===== config.mk =====
export PLATFORM = sky130hd
export DESIGN_NAME = frog_controller_flat
export DESIGN_NICKNAME = d
export VERILOG_FILES = /design/src/rtl/frog_controller_if.sv /design/src/rtl/frog_controller.sv /design/src/flat_wrapper.sv
export SDC_FILE = /design/constraint.sdc
export NUM_CORES = 1
export LEC_CHECK = 0
export ABC_AREA = 1
export BUFFER_PORTS_ARGS = -buffer_cell sky130_fd_sc_hd__buf_2
export CORE_ASPECT_RATIO = 0.75
export CORE_UTILIZATION = 54
export CTS_CLUSTER_SIZE = 14
export DETAILED_ROUTE_END_ITERATION = 10
export MAX_ROUTING_LAYER = met4
export PLACE_DENSITY = 0.74
export SYNTH_ARGS = -nofsm -noshare
export SYNTH_HDL_FRONTEND = slang
export SYNTH_SLANG_ARGS = --single-unit

===== constraint.sdc =====
create_clock -name frame_clk -period 2.2 [get_ports frame_clk]
set_input_delay 0.33 -clock frame_clk [delete_from_list [all_inputs] [get_ports frame_clk]]
set_output_delay 0.33 -clock frame_clk [all_outputs]
set_load 0.03 [all_outputs]

===== src/rtl/frog_controller_if.sv =====
// Purpose: bundles the player-side signals between the frog controller and
//          keyboard decode, lane/collision logic and the game FSM.
// Ports:   master = frog_controller (drives positions, active_frog, dead_frog);
//          slave  = surrounding logic (drives keycode, hazard, win/lose).
interface frog_controller_if;
    logic [7:0]  keycode;
    logic        hazard;
    logic        win_game;
    logic        lose_game;
    logic [10:0] Frog1_X;
    logic [10:0] Frog1_Y;
    logic [10:0] Frog2_X;
    logic [10:0] Frog2_Y;
    logic [10:0] Frog3_X;
    logic [10:0] Frog3_Y;
    logic [1:0]  active_frog;
    logic        dead_frog;

    modport master (
        input  keycode, hazard, win_game, lose_game,
        output Frog1_X, Frog1_Y, Frog2_X, Frog2_Y, Frog3_X, Frog3_Y,
        output active_frog, dead_frog
    );

    modport slave (
        output keycode, hazard, win_game, lose_game,
        input  Frog1_X, Frog1_Y, Frog2_X, Frog2_Y, Frog3_X, Frog3_Y,
        input  active_frog, dead_frog
    );
endinterface


===== src/rtl/frog_controller.sv =====
// Purpose: owns the three frogs' positions, turns keypresses into one-step hops,
//          detects deaths (hazard or bad home-row landing) and freezes on win/lose.
// Latency: every output is registered; an input seen at edge N shows at edge N.
//          No backpressure: one decision per frame_clk edge, inputs sampled each frame.
// Ports:   frame_clk, game_restart_n (async active-low) plain; everything else via
//          frog_controller_if.master (keycode/hazard/win/lose in, positions/active/dead out).
module frog_controller #(
    parameter int unsigned STEP       = 40,
    parameter int unsigned START_X    = 320,
    parameter int unsigned START_Y    = 440,
    parameter int unsigned HOME_Y     = 40,
    parameter int unsigned HOME_X0    = 120,
    parameter int unsigned HOME_X1    = 280,
    parameter int unsigned HOME_X2    = 480,
    parameter int unsigned X_MAX      = 600,
    parameter int unsigned Y_MAX      = 440,
    parameter int unsigned PARK_XY    = 1000,
    parameter int unsigned DEATH_HOLD = 30
) (
    input  logic               frame_clk,
    input  logic               game_restart_n,
    frog_controller_if.master  bus
);

    localparam logic [10:0] STEP_W    = 11'(STEP);
    localparam logic [10:0] START_X_W = 11'(START_X);
    localparam logic [10:0] START_Y_W = 11'(START_Y);
    localparam logic [10:0] HOME_Y_W  = 11'(HOME_Y);
    localparam logic [10:0] HOME_X0_W = 11'(HOME_X0);
    localparam logic [10:0] HOME_X1_W = 11'(HOME_X1);
    localparam logic [10:0] HOME_X2_W = 11'(HOME_X2);
    localparam logic [10:0] X_MAX_W   = 11'(X_MAX);
    localparam logic [10:0] Y_MAX_W   = 11'(Y_MAX);
    localparam logic [10:0] PARK_W    = 11'(PARK_XY);
    localparam logic [7:0]  HOLD_INIT = 8'(DEATH_HOLD - 1);

    localparam logic [7:0] KEY_UP    = 8'h1A;
    localparam logic [7:0] KEY_DOWN  = 8'h16;
    localparam logic [7:0] KEY_LEFT  = 8'h04;
    localparam logic [7:0] KEY_RIGHT = 8'h07;

    typedef enum logic [1:0] {SPAWN, PLAY, DYING, DONE} state_t;

    state_t           state_q;
    logic [2:0][10:0] x_q;
    logic [2:0][10:0] y_q;
    logic [1:0]       active_q;
    logic [2:0]       occupied_q;
    logic             dead_q;
    logic [7:0]       key_prev_q;
    logic [7:0]       hold_q;

    logic             key_press_d;
    logic [10:0]      cur_x_d;
    logic [10:0]      cur_y_d;
    logic             slot_hit_d;
    logic [1:0]       slot_idx_d;

    // A keypress is an edge on the keycode, so a held key hops exactly once.
    assign key_press_d = (bus.keycode != 8'h00) && (bus.keycode != key_prev_q);
    assign cur_x_d     = x_q[active_q];
    assign cur_y_d     = y_q[active_q];

    always_comb begin
        slot_hit_d = 1'b0;
        slot_idx_d = 2'd0;
        if (cur_x_d == HOME_X0_W) begin
            slot_hit_d = 1'b1;
            slot_idx_d = 2'd0;
        end else if (cur_x_d == HOME_X1_W) begin
            slot_hit_d = 1'b1;
            slot_idx_d = 2'd1;
        end else if (cur_x_d == HOME_X2_W) begin
            slot_hit_d = 1'b1;
            slot_idx_d = 2'd2;
        end
    end

    always_ff @(posedge frame_clk or negedge game_restart_n) begin
        if (!game_restart_n) begin
            state_q    <= SPAWN;
            x_q        <= {3{PARK_W}};
            y_q        <= {3{PARK_W}};
            active_q   <= 2'd0;
            occupied_q <= 3'b000;
            dead_q     <= 1'b0;
            key_prev_q <= 8'h00;
            hold_q     <= 8'd0;
        end else begin
            key_prev_q <= bus.keycode;
            dead_q     <= 1'b0;
            if (bus.win_game || bus.lose_game) begin
                state_q <= DONE;
            end else begin
                case (state_q)
                    SPAWN: begin
                        x_q[active_q] <= START_X_W;
                        y_q[active_q] <= START_Y_W;
                        state_q       <= PLAY;
                    end
                    PLAY: begin
                        if (bus.hazard) begin
                            // Death wins over any keypress in the same frame.
                            dead_q  <= 1'b1;
                            hold_q  <= HOLD_INIT;
                            state_q <= DYING;
                        end else if (key_press_d) begin
                            // Bounds are checked before the subtraction so nothing wraps.
                            case (bus.keycode)
                                KEY_LEFT: begin
                                    if (cur_x_d >= STEP_W)
                                        x_q[active_q] <= cur_x_d - STEP_W;
                                end
                                KEY_RIGHT: begin
                                    if (cur_x_d <= X_MAX_W - STEP_W)
                                        x_q[active_q] <= cur_x_d + STEP_W;
                                end
                                KEY_DOWN: begin
                                    if (cur_y_d <= Y_MAX_W - STEP_W)
                                        y_q[active_q] <= cur_y_d + STEP_W;
                                end
                                KEY_UP: begin
                                    if (cur_y_d > HOME_Y_W + STEP_W) begin
                                        y_q[active_q] <= cur_y_d - STEP_W;
                                    end else if (cur_y_d == HOME_Y_W + STEP_W) begin
                                        if (slot_hit_d && !occupied_q[slot_idx_d]) begin
                                            // X already equals the slot X; only Y moves.
                                            y_q[active_q]          <= HOME_Y_W;
                                            occupied_q[slot_idx_d] <= 1'b1;
                                            if (active_q == 2'd2) begin
                                                state_q <= DONE;
                                            end else begin
                                                active_q <= active_q + 2'd1;
                                                state_q  <= SPAWN;
                                            end
                                        end else begin
                                            // Missed or taken slot: die at pre-hop spot.
                                            dead_q  <= 1'b1;
                                            hold_q  <= HOLD_INIT;
                                            state_q <= DYING;
                                        end
                                    end
                                end
                                default: ;
                            endcase
                        end
                    end
                    DYING: begin
                        if (hold_q == 8'd0)
                            state_q <= SPAWN;
                        else
                            hold_q <= hold_q - 8'd1;
                    end
                    DONE: ;
                    default: state_q <= DONE;
                endcase
            end
        end
    end

    assign bus.Frog1_X     = x_q[0];
    assign bus.Frog1_Y     = y_q[0];
    assign bus.Frog2_X     = x_q[1];
    assign bus.Frog2_Y     = y_q[1];
    assign bus.Frog3_X     = x_q[2];
    assign bus.Frog3_Y     = y_q[2];
    assign bus.active_frog = active_q;
    assign bus.dead_frog   = dead_q;

endmodule


===== src/flat_wrapper.sv =====
// flat-port wrapper written by rule: the top's interface ports become plain ports
module frog_controller_flat 
#(
    parameter int unsigned STEP       = 40,
    parameter int unsigned START_X    = 320,
    parameter int unsigned START_Y    = 440,
    parameter int unsigned HOME_Y     = 40,
    parameter int unsigned HOME_X0    = 120,
    parameter int unsigned HOME_X1    = 280,
    parameter int unsigned HOME_X2    = 480,
    parameter int unsigned X_MAX      = 600,
    parameter int unsigned Y_MAX      = 440,
    parameter int unsigned PARK_XY    = 1000,
    parameter int unsigned DEATH_HOLD = 30
)
  (frame_clk, game_restart_n, bus_keycode, bus_hazard, bus_win_game, bus_lose_game, bus_Frog1_X, bus_Frog1_Y, bus_Frog2_X, bus_Frog2_Y, bus_Frog3_X, bus_Frog3_Y, bus_active_frog, bus_dead_frog);
  frog_controller_if bus_i ();
  input  logic frame_clk;
  input  logic game_restart_n;
  input wire logic [$bits(bus_i.keycode)-1:0] bus_keycode;
  input wire logic [$bits(bus_i.hazard)-1:0] bus_hazard;
  input wire logic [$bits(bus_i.win_game)-1:0] bus_win_game;
  input wire logic [$bits(bus_i.lose_game)-1:0] bus_lose_game;
  output wire logic [$bits(bus_i.Frog1_X)-1:0] bus_Frog1_X;
  output wire logic [$bits(bus_i.Frog1_Y)-1:0] bus_Frog1_Y;
  output wire logic [$bits(bus_i.Frog2_X)-1:0] bus_Frog2_X;
  output wire logic [$bits(bus_i.Frog2_Y)-1:0] bus_Frog2_Y;
  output wire logic [$bits(bus_i.Frog3_X)-1:0] bus_Frog3_X;
  output wire logic [$bits(bus_i.Frog3_Y)-1:0] bus_Frog3_Y;
  output wire logic [$bits(bus_i.active_frog)-1:0] bus_active_frog;
  output wire logic [$bits(bus_i.dead_frog)-1:0] bus_dead_frog;
  assign bus_i.keycode = bus_keycode;
  assign bus_i.hazard = bus_hazard;
  assign bus_i.win_game = bus_win_game;
  assign bus_i.lose_game = bus_lose_game;
  assign bus_Frog1_X = bus_i.Frog1_X;
  assign bus_Frog1_Y = bus_i.Frog1_Y;
  assign bus_Frog2_X = bus_i.Frog2_X;
  assign bus_Frog2_Y = bus_i.Frog2_Y;
  assign bus_Frog3_X = bus_i.Frog3_X;
  assign bus_Frog3_Y = bus_i.Frog3_Y;
  assign bus_active_frog = bus_i.active_frog;
  assign bus_dead_frog = bus_i.dead_frog;
  frog_controller #(.STEP(STEP), .START_X(START_X), .START_Y(START_Y), .HOME_Y(HOME_Y), .HOME_X0(HOME_X0), .HOME_X1(HOME_X1), .HOME_X2(HOME_X2), .X_MAX(X_MAX), .Y_MAX(Y_MAX), .PARK_XY(PARK_XY), .DEATH_HOLD(DEATH_HOLD)) u_core (.frame_clk(frame_clk), .game_restart_n(game_restart_n), .bus(bus_i));
endmodule

* Word level (Yosys, flattened, before mapping) *
Index checks and enable logic that the tools add are counted.

word-level totals
  flip-flop bits (word level) = 90
  latch bits = 0
  bits in writable memories = 0
  ROM bits = 0
  input port bits = 13
  output and inout bits = 69
  word-level logic and storage cells = 150
  memories kept = 0

operators by class
  $add $sub $neg = 6
  multipliers = 0
  div/mod/pow operators = 0
  $lt $le $gt $ge = 8
  equality and inequality tests = 32
  shift operators = 0
  mux-type cells = 60
  bitwise operators = 14
  reduce and logical (&&, ||, !) cells = 18

operator list
  cell                                                    count
  2-to-1 mux 33 bit                                       10
  one-hot mux 33 bit (2 select lines)                     4
  bitwise mux 33 bit                                      4
  2-to-1 mux 8 bit                                        7
  bitwise AND 27 bit                                      2
  NOT 27 bit                                              2
  binary-select mux 11 bit (select 2 bit)                 2
  2-to-1 mux 11 bit                                       3
  2-to-1 mux 2 bit                                        12
  AND reduction 8 bit                                     3
  adder 11 x 6 -> 11 bit (second input constant)          2
  demux 11 bit (select 2 bit)                             1
  equality test 11 x 7 -> 1 bit (second input constant)   2
  equality test 11 x 9 -> 1 bit (second input constant)   2
  subtractor 11 x 6 -> 11 bit (second input constant)     2
  inequality test 3 x 2 -> 1 bit (second input constant)  7
  inequality test 4 x 2 -> 1 bit (second input constant)  5
  bitwise AND 18 bit                                      1
  NOT 18 bit                                              1
  equality test 8 x 3 -> 1 bit (second input constant)    2
  equality test 8 x 5 -> 1 bit (second input constant)    2
  one-hot mux 8 bit (2 select lines)                      1
  OR 15 bit                                               1
  2-to-1 mux 1 bit                                        13
  other kinds (33)                                        47

* Logic depth before layout (Yosys ltp) *
  depth in word-level cells = 18
  depth in mapped cells = 19
  depth with buffers taken out = 17

* Worst setup path before layout *
OpenSTA, ideal clock, no wires.

  path type = flip-flop to flip-flop
  start = reg u_core.active_q[0], in the netlist u_core.bus.active_frog[0]
  end = reg u_core.x_q (netlist bit u_core.bus.Frog2_X[10])
  library setup time = 0.118 ns
  arrival = 2.338 ns
  data required time = 2.082 ns
  slack = -0.256 ns
  stages on the path, launching flop included = 17
  path buffers = 2
  period minus slack after synthesis = 2.456 ns
  path through = dfrtp_1 inv_2 buf_6 buf_6 nand2_1 nand3_1 nand2_1 inv_1 ha_1 nor2_1 nor2_1 nand3_1 nand3_4 nor2_2 inv_1 nand2_1 nand2_1

on the way
  cells in the longest elaborated chain, start to end = 10
  elaborated cells between the ends (all ways) = 24
  those cells by class = add/sub: 2; order compare: 4; eq/ne: 2; mux: 12; bitwise: 2; reduce/logical: 2

RTL lines
  element                                                                          line                    text
  start: declaration                                                               frog_controller.sv:47   logic [1:0] active_q;
  start signal: assignment                                                         frog_controller.sv:133  active_q <= active_q + 2'd1;
  parallel branches: the longest is 10 deep, another holds adder 11 x 6 -> 11 bit  n/a
  end signal: assignment                                                           frog_controller.sv:82   x_q <= {3{PARK_W}};
  end signal: indexed assignment                                                   frog_controller.sv:112  x_q[active_q] <= cur_x_d - STEP_W;
  end signal: indexed assignment                                                   frog_controller.sv:116  x_q[active_q] <= cur_x_d + STEP_W;
  end: declaration                                                                 frog_controller.sv:45   logic [2:0][10:0] x_q;

Parallel ways; which one is timed is not known. The select of a mux whose other input is x is not followed.
A chain may end at the register's enable or synchronous reset.

* Worst setup path after layout *
  start = reg u_core.active_q[0], in the netlist u_core.bus.active_frog[0]
  end = reg u_core.y_q (netlist bit u_core.bus.Frog3_Y[4])

on the way
  cells in the longest elaborated chain, start to end = 13
  elaborated cells between the ends (all ways) = 44
  those cells by class = add/sub: 2; order compare: 4; eq/ne: 7; mux: 24; bitwise: 3; reduce/logical: 4

RTL lines
  element                                                                               line                    text
  parallel branches: the longest is 13 deep, another holds subtractor 11 x 6 -> 11 bit  n/a
  end signal: assignment                                                                frog_controller.sv:83   y_q <= {3{PARK_W}};
  end signal: indexed assignment                                                        frog_controller.sv:120  y_q[active_q] <= cur_y_d + STEP_W;
  end signal: indexed assignment                                                        frog_controller.sv:124  y_q[active_q] <= cur_y_d - STEP_W;
  end: declaration                                                                      frog_controller.sv:46   logic [2:0][10:0] y_q;

Parallel ways; which one is timed is not known. The select of a mux whose other input is x is not followed.

==> results.sh <==
export IMPL_status="finished, violations left"
export IMPL_failed_checks="negative setup slack"
export IMPL_final_util=0.7977
export IMPL_num_vias=9153
export IMPL_grt_pass1_vias=8043
export IMPL_min_period_ns=2.477
export IMPL_fp_coreArea_sq_um=13150
export IMPL_cts_tree="done"
export IMPL_dr_pass1_iters=5
export IMPL_slowest_stage="dfrtp_2"
export IMPL_finalSetupViolCount=82
export IMPL_drtAntennaViolNets=0
export IMPL_whs_path_depth=1
export IMPL_setup_ws_ns=-0.2772
export IMPL_period_share=1.126
export IMPL_yosys_area_top_type="nand2_1"
export IMPL_cap_violations=0
export IMPL_grtUsageTotal=0.4023
export IMPL_synth_xor_area_frac=0.01549
export IMPL_critPathLaunchType="flop"
export IMPL_synth_top_area_frac=0.2563
export IMPL_root_buffer="clkbuf_16"
export IMPL_cts_sinks=90
export IMPL_dp_hpwl_mm=19.03
export IMPL_reg2regPathDepth=15
export IMPL_max_freq_ghz=0.4037
export IMPL_syn_cell_area_sq_um=7352
export IMPL_drt_iter0_drc=998
export IMPL_synth_edff_count=0
export IMPL_async_flop_share=1.000
export IMPL_final_hold_viol_count=0
export IMPL_insertion_delay_ns=0.37
export IMPL_area_delta_synth_final_pct=42.70
export IMPL_critPathMaxStageDelay_ns=0.46
export IMPL_rows=36
export IMPL_yosys_cell_types_count=37
export IMPL_crit_path_cell_trace="buf_12, buf_4, nand2_1, nand3_2, nand2_4, nand3_4, nor2_1, nand3_2, nand3_4, nand3_4, nand2_8, buf_6, nand3_4, nand2_2, nand2_1"
export IMPL_clock_path_buffers=2
export IMPL_cts_buffers=9
export IMPL_synth_fa_ha_area_frac=0.02212
export IMPL_synth_seq_cells=90
export IMPL_die_y_microns=103.1
export IMPL_syn_nets=1228
export IMPL_syn_area_per_cell_sq_um=6.117
export IMPL_timing_critical_path_mode_cell="nand3_4"
export IMPL_via_per_inst=5.675
export IMPL_antenna_found_initial=0
export IMPL_synth_top_family_by_area="simple AND/OR/NAND/NOR gates"
export IMPL_synthSimpleGateAreaFrac=0.4597
export IMPL_worstPathRequired_ns=2.46
export IMPL_total_power_mw=8.049
export IMPL_hold_class="primary input to flop"
export IMPL_critPathKind="flop to flop"
export IMPL_routed_wl_mm=28.20
export IMPL_grt_pass1_wl_mm=41.86
export IMPL_final_nets=1463
export IMPL_gp_congestion=1.019
export IMPL_max_slew_margin=0.7132
export IMPL_ys_warn_count=0
export IMPL_synth_area_leaders="nand2_1 (26%), dfrtp_1 (18%), dfstp_2 (13%)"
export IMPL_synthFlopType="dfrtp_1"
export IMPL_pre_cts_ws_ns=-0.3060
export IMPL_place_area_sq_um=9014
export IMPL_finalNonFillerCells=1613
export IMPL_port_buffers=81
export IMPL_synth_compound_area_frac=0.09173
export IMPL_drc=0
export IMPL_p_leak_nw=5.504
export IMPL_synthMuxAreaShare=0
export IMPL_synth_yosys_seq_area_share=0.3125
export IMPL_die_x_microns=136.7
export IMPL_die_area_sq_um=14090
export IMPL_grt_start_max_net_pins=45
export IMPL_setup_tns_ns=-14.49
export IMPL_antenna_cells=0
export IMPL_finalMaxSlewViolations=0
export IMPL_fin_area_sq_um=10490
export IMPL_ir_drop_mv=0.6532
export IMPL_initial_core_util=0.5590
export IMPL_clk_pin_slew_ns=0.07
export IMPL_dp_cells=1557
export IMPL_rsz0062_at_grt="true"
export IMPL_syn_inst=1202
export IMPL_htreeDepth=3
export IMPL_p_per_area_nw_per_um2=767.2
export IMPL_drive_gt1_frac=0.3599
export IMPL_avgRoutedWirePerCell_microns=17.48
export IMPL_tightest_slew_ns=0.4286
export IMPL_hold_ws_ns=0.1095
export IMPL_grt_overflow=0
export IMPL_io_pins=82
export IMPL_worstPathArrival_ns=2.74
export IMPL_end_kind="flop"
export IMPL_skew_ns=0.008111
export IMPL_cp_max_fo=10
## area by class of cell
type / instances / area, sq um
clock inverters: 6 / 67.56
clock buffers: 10 / 239.0
inverters: 132 / 519.2
fillers: 958 / 2661
flip-flops and latches: 90 / 2300
multi-input cells: 941 / 5102
well taps: 171 / 214.0
repair buffers: 263 / 2049
## timing repair
item / CTS / global route
pin swaps: 28 / 41
hold buffers: 1 / 0
cloned: 4 / 1
endpoints found under the hold margin: 24 / 0
setup endpoints to repair: 82 / 82
setup buffers: 16 / 19
resized for setup: 122 / 121
## sequential cells by signal, indices dropped and copies added (netlist names)
| signal | flops |
|---|---|
| u_core.key_prev_q | 8 |
| u_core.bus.Frog1_Y | 11 |
| u_core.bus.Frog1_X | 11 |
| u_core.bus.Frog2_X | 11 |
| u_core.bus.active_frog | 2 |
| u_core.hold_q | 8 |
| u_core.bus.Frog2_Y | 11 |
| u_core.bus.Frog3_Y | 11 |
| u_core.state_q | 2 |
| u_core.bus.Frog3_X | 11 |
| u_core.occupied_q | 3 |
| u_core.bus.dead_frog | 1 |
## metal layers
layer / vias to the layer above / GRT usage / share of wire
met5: - / - / 0
met4: 0 / 0.1205 / 0.030
met3: 91 / 0.07670 / 0.11
met2: 596 / 0.5853 / 0.43
met1: 4169 / 0.5619 / 0.43
li1: 4297 / - / -
## where the power goes
group | internal (mW) | leakage (nW) | switching (mW)
combinational | 1.54 | 4.31 | 2.75
clock | 0.838 | 0.152 | 0.790
sequential | 1.94 | 1.04 | 0.191
total | 4.32 | 5.50 | 3.73
## worst max-delay path: cells and delay by family (launching register included)
family	cells	cell delay, ns
buf+inv	3	0.47
flops	1	0.46
simple gates	12	1.46
## cell usage after synthesis, types with 2 or more instances
library cell,instances
a21oi_2,7
nand2_4,3
or2_2,3
inv_1,114
clkinv_1,2
o22ai_1,4
nor2_4,2
nand2_2,6
nand3_2,6
nand4_1,35
nand3_1,106
nand3b_1,5
xor2_1,5
nor2_1,103
a21oi_1,22
inv_2,16
o21a_1,2
ha_1,13
buf_1,3
nor3_1,12
xnor2_1,8
o21bai_1,3
buf_6,6
nor2_2,8
o21ai_0,65
buf_4,7
nand2_1,502
dfrtp_1,54
clkbuf_1,18
o21ai_1,15
a21oi_4,2
buf_2,5
dfstp_2,36
## cell families (layout without fill, tap and decap cells)
family | count (synthesis) | in the layout
simple gates | 793 | 794
buf+inv | 172 | 411
compound gates | 121 | 121
flops | 90 | 90
fa+ha+maj | 13 | 13
xor+xnor | 13 | 13
## cell usage in the layout, fill, tap and decap left out, types with 5 or more instances in the layout
master	instances
a21oi_1	16
a21oi_4	11
buf_12	15
buf_2	80
buf_4	148
buf_6	18
clkbuf_16	10
dfrtp_1	52
dfstp_2	36
ha_1	8
inv_1	107
inv_2	17
nand2_1	438
nand2_2	54
nand2_4	16
nand3_1	86
nand3_2	19
nand3_4	8
nand3b_1	5
nand4_1	35
nor2_1	72
nor2_2	22
nor2_4	19
nor3_1	8
o21ai_0	46
o21ai_1	26
o21ai_2	7
xnor2_1	8
## worst paths after layout
path / startpoint / end / slack [ns]
hold / removal: bus_keycode[7] / u_core.key_prev_q[7] / 0.11
setup / recovery: u_core.bus.active_frog[0] / u_core.bus.Frog3_Y[4] / -0.28
min in group asynchronous: game_restart_n / u_core.bus.Frog2_X[1] / 0.44
setup reg to reg: u_core.bus.active_frog[0] / u_core.bus.Frog3_Y[4] / -0.28
hold reg to reg: u_core.bus.Frog3_Y[5] / u_core.bus.Frog3_Y[5] / 0.48
max in group asynchronous: game_restart_n / u_core.bus.Frog1_Y[3] / 1.08
(Power assumes the default switching activity.)
